`src/rtl/fetch_sequencer.sv`:
```
// ============================================================================
// Module   : fetch_sequencer
// Purpose  : Selects the next PC and fetches one instruction at a time for decode.
// Revision : 1.0 - initial release
// ============================================================================
`default_nettype none

module fetch_sequencer #(
  parameter logic [31:0] RESET_PC = 32'h0000_0000,
  parameter int          XLEN     = 32
) (
  input  logic            clk,
  input  logic            reset,
  input  logic [XLEN-1:0] pc_i,
  output logic [XLEN-1:0] next_pc_o,
  output logic            imem_req_o,
  output logic [XLEN-1:0] imem_addr_o,
  input  logic            imem_gnt_i,
  input  logic            imem_rvalid_i,
  input  logic [XLEN-1:0] imem_rdata_i,
  input  logic            redirect_i,
  input  logic [XLEN-1:0] redirect_target_i,
  output logic            instr_valid_o,
  output logic [XLEN-1:0] instr_o,
  output logic [XLEN-1:0] instr_pc_o,
  input  logic            instr_ready_i
);

  typedef enum logic [1:0] {
    S_REQ  = 2'd0,
    S_WAIT = 2'd1,
    S_OUT  = 2'd2
  } state_t;

  state_t          r_state;
  logic            r_kill;
  logic            r_instr_valid;
  logic [XLEN-1:0] r_instr;
  logic [XLEN-1:0] r_instr_pc;

  state_t          w_state_nxt;
  logic            w_kill_nxt;
  logic            w_valid_nxt;
  logic            w_capture;
  logic            w_req;
  logic [XLEN-1:0] w_next_pc;

  always_ff @(posedge clk) begin
    if (reset) begin
      r_state       <= S_REQ;
      r_kill        <= 1'b0;
      r_instr_valid <= 1'b0;
      r_instr       <= '0;
      r_instr_pc    <= '0;
    end else begin
      r_state       <= w_state_nxt;
      r_kill        <= w_kill_nxt;
      r_instr_valid <= w_valid_nxt;
      if (w_capture) begin
        r_instr    <= imem_rdata_i;
        r_instr_pc <= pc_i;
      end
    end
  end

  always_comb begin
    w_state_nxt = r_state;
    w_kill_nxt  = r_kill;
    w_valid_nxt = r_instr_valid;
    w_capture   = 1'b0;
    w_req       = 1'b0;
    w_next_pc   = pc_i;

    case (r_state)
      S_REQ: begin
        w_req = 1'b1;
        // A redirect alongside the grant means the accepted fetch is already stale.
        if (imem_gnt_i) begin
          w_state_nxt = S_WAIT;
          w_kill_nxt  = redirect_i;
        end
      end
      S_WAIT: begin
        if (imem_rvalid_i) begin
          w_kill_nxt = 1'b0;
          if (r_kill || redirect_i) begin
            w_state_nxt = S_REQ;
          end else begin
            w_capture   = 1'b1;
            w_valid_nxt = 1'b1;
            w_state_nxt = S_OUT;
          end
        end else if (redirect_i) begin
          w_kill_nxt = 1'b1;
        end
      end
      S_OUT: begin
        if (redirect_i || instr_ready_i) begin
          w_valid_nxt = 1'b0;
          w_state_nxt = S_REQ;
          if (!redirect_i) begin
            w_next_pc = pc_i + XLEN'(4);
          end
        end
      end
      default: begin
        w_state_nxt = S_REQ;
      end
    endcase

    if (redirect_i) begin
      w_next_pc = {redirect_target_i[XLEN-1:2], 2'b00};
    end

    // The PC register loads every edge, so reset must steer it too.
    if (reset) begin
      w_next_pc = RESET_PC[XLEN-1:0];
      w_req     = 1'b0;
    end
  end

  assign next_pc_o     = w_next_pc;
  assign imem_req_o    = w_req;
  assign imem_addr_o   = pc_i;
  assign instr_valid_o = r_instr_valid;
  assign instr_o       = r_instr;
  assign instr_pc_o    = r_instr_pc;

endmodule

`default_nettype wire

```
`config.mk`:
```
export PLATFORM = sky130hd
export DESIGN_NAME = fetch_sequencer
export DESIGN_NICKNAME = d
export VERILOG_FILES = /design/src/rtl/fetch_sequencer.sv
export SDC_FILE = /design/constraint.sdc
export NUM_CORES = 1
export LEC_CHECK = 0
export ABC_AREA = 1
export CELL_PAD_IN_SITES_DETAIL_PLACEMENT = 1
export CELL_PAD_IN_SITES_GLOBAL_PLACEMENT = 1
export CORE_UTILIZATION = 28
export CTS_BUF_LIST = sky130_fd_sc_hd__clkbuf_8
export CTS_CLUSTER_SIZE = 14
export DETAILED_ROUTE_END_ITERATION = 10
export GPL_ROUTABILITY_DRIVEN = 0
export GPL_TIMING_DRIVEN = 0
export PLACE_DENSITY_LB_ADDON = 0.1
export SYNTH_ARGS = -nofsm -noshare
export SYNTH_HDL_FRONTEND = slang
export SYNTH_SLANG_ARGS = --single-unit
```
`constraint.sdc`:
```
create_clock -name clk -period 3.7 [get_ports clk]
set_input_delay 0.37 -clock clk [delete_from_list [all_inputs] [get_ports clk]]
set_output_delay 0.37 -clock clk [all_outputs]
set_load 0.01 [all_outputs]
```
==> metrics.yaml <==
synth:
  ys_ff_latch: 68
  postSynthCellCount: 644
  synth_area_leader_cell: "dfxtp_1"
  synth.area.top_cells: "dfxtp_1, nor2_1, o21ai_0"
  ys_warn_count: 0
  syn-num-nets: 747
  syn_area_mm2: 0.00409
  synth_edf_count: 0
  synthArstFlopShare_pct: 0
  synth_cell_type_count: 32
  synth_flop_cell: "dfxtp_1"
  synth_most_common_cell: "nor2_1"
  post_synth.cell_area_avg_um2: 6.35
  synth_common_cells: "nor2_1, nand2_1, o21ai_0"
  yosysSeqAreaShare_pct: 33.3
  yosysTopAreaCellShare_pct: 33.3
floorplan:
  initial_core_util_pct: 29.1
  die-area_mm2: 0.0151
  die_h_um: 123
  io_pins: 232
  rows: 43
  die_w_um: 123
  core_area_mm2: 0.0140
cts:
  htree_levels: 3
  cts-resized-gates: 0
  cts_tree: "yes"
  post_cts_buffers: 0
  root_buffer: "clkbuf_8"
  clk_latency_ns: 0.35
  cts_inserted_buffers: 9
  clock_sinks: 68
  cts.clk_slew.worst_paths_ns: 0.08
  postCtsHoldBufs: 0
  cts_buffer_depth: 2
sta:
  fin_crit_sh_pct: 86.3
  slew_violations: 0
  worstMarginPinSlew_ns: 0.654
  period_minus_slack_ns: 3.19
  rsz0062_at_grt: "no"
  hold_viol_final: 0
  max_slew_margin_pct: 56.4
  finalSetupTns_ns: 0
  fin_worst_skew_ns: 0.00817
  max_freq_mhz: 313
  setup_viol: 0
min_path:
  min_path_type: "flop to flop"
  min_from: "r_kill"
  holdPathEnd: "r_kill"
  min_path_cells: 2
placement:
  post-dp-hpwl_um: 13800
  dpl_cell_area_mm2: 0.00660
  port_buffers: 228
setup_path:
  worstReg2RegEnd: "instr_pc_o[27]"
  critical_path_class: "input port to output pin"
  rrSetupSlack_ns: 1.93
  cp_data_arrival_time_ns: 2.82
  cp_max_fo: 6
  cp.required_ns: 3.33
  r2r_cells: 6
  cp-start-kind: "input port"
  timing.rr.start: "r_state[0]"
  critPathCaptureType: "output pin"
outcome:
  status: "completed"
layout:
  nNetsFinal: 986
  areaGrowthSynthToFinish_pct: 66.7
  stdcell_area_mm2: 0.00682
  drive_gt1_share_pct: 9.57
  antenna_cells: 0
  final_util_pct: 48.6
power:
  leakage_uw: 0.00288
  power_density_mw_per_mm2: 297
  irDropWorstVdd_uv: 189
detailed_routing:
  ant_nets: 0
  via_count: 5060
  drtIter0Drc: 147
  drc: 0
  firstDrtPassIters: 5
  routed_via_density: 4.74
  routed_wirelength_um: 17400
  wl_per_cell_um: 16.3
global_route:
  grt_pass1_wl_um: 26400
  gr-usage-all-layers_pct: 23.1
  grt_antenna_before_repair: 0
  grt_pass1_vias: 5130
  grt_max_degree: 14
  grt_overflow: 0
job:
  cap_violations: 0
==> where the power goes <==
group	leakage [uW]	total [uW]	switching [uW]	internal, uW
registers	0.000552	777	15.5	761
clock network	0.000110	709	326	383
logic	0.00221	537	250	288
==> worst max-delay path, stage by stage <==
cell             delay, ns
clkdlybuf4s50_1       0.61
ha_1                  0.24
nand3_1               0.14
nor2_4                0.23
nand3_1               0.17
nor2_2                0.20
xor2_1                0.17
nand2_1               0.10
nand2_1               0.08
inv_1                 0.04
clkdlybuf4s50_1       0.46
==> cell type report <==
cell class / count / area (um2)
fillers: 1819 / 7220
repair buffers: 228 / 2280
multi-input cells: 447 / 2100
flip-flops and latches: 68 / 1360
plain buffers: 64 / 387
inverters: 65 / 244
well taps: 180 / 225
clock buffers: 9 / 124
clock inverters: 7 / 98.8
==> flip-flops by register name, summed over array words and instances, names as in the netlist <==
| signal | flops |
|---|---|
| r_state | 2 |
| instr_valid_o | 1 |
| instr_pc_o | 32 |
| r_kill | 1 |
| instr_o | 32 |
==> kinds of logic (layout without fill, tap and decap cells) <==
| logic type | count (synthesis) | in the layout | share of synthesized area [%] |
|---|---|---|---|
| flops | 68 | 68 | 33.3 |
| fa+ha+maj | 1 | 1 | 0.306 |
| simple gates | 325 | 325 | 35.5 |
| buf+inv | 129 | 373 | 15.4 |
| compound gates | 119 | 119 | 15.1 |
| xor+xnor | 2 | 2 | 0.428 |
==> metrics by stage <==
step / worst slack, ns / instances / total power [uW] / hold slack (ns)
detailed placement: 0.529 / 1052 / 1330 / 0.450
global route: 0.348 / 1068 / 2130 / 0.488
floorplan: 1.96 / 644 / 1010 / 0.423
CTS: 0.516 / 1068 / 2040 / 0.481
finish: 0.508 / 1068 / 2020 / 0.474
global placement: 0.576 / 1052 / 1320 / 0.435
==> layout by cell type (no fill, tap or decap), types with 2 or more instances in the layout <==
cell type | synthesis | final
clkbuf_1 | 19 | 19
buf_4 | 32 | 32
nand2_2 | 4 | 4
clkbuf_8 | 0 | 9
inv_1 | 63 | 63
o211ai_1 | 7 | 7
bufinv_16 | 0 | 2
inv_2 | 2 | 2
and3_1 | 2 | 2
nand3_2 | 2 | 2
clkdlybuf4s50_1 | 0 | 228
nand4_1 | 6 | 6
nand2_4 | 3 | 3
a21oi_1 | 24 | 24
a31oi_1 | 2 | 2
nor2_4 | 7 | 7
nor3_1 | 5 | 5
nor2_1 | 161 | 161
nor2_2 | 4 | 4
nand3_1 | 36 | 36
nand2_1 | 86 | 86
buf_2 | 11 | 11
o21ai_1 | 8 | 8
clkinv_4 | 0 | 2
nand3b_1 | 5 | 5
dfxtp_1 | 68 | 68
o21ai_0 | 78 | 78
==> metal layers <==
layer	vias to the layer above	global-route usage (%)	routed length, um
met5	-	0	0
li1	2494	-	-
met1	2399	26.9	7440
met3	19	5.44	1090
met2	148	41.4	8650
met4	0	6.86	253
==> how the worst max path moves through the flow <==
| stage | from | to |
|---|---|---|
| floorplan | pc_i[2] | next_pc_o[22] |
| global placement | pc_i[2] | next_pc_o[30] |
| detailed placement | pc_i[2] | next_pc_o[30] |
| CTS | pc_i[2] | next_pc_o[30] |
| global route | pc_i[2] | next_pc_o[30] |
| finish | pc_i[2] | next_pc_o[22] |
Note: power is estimated with default switching activity, not from simulation.
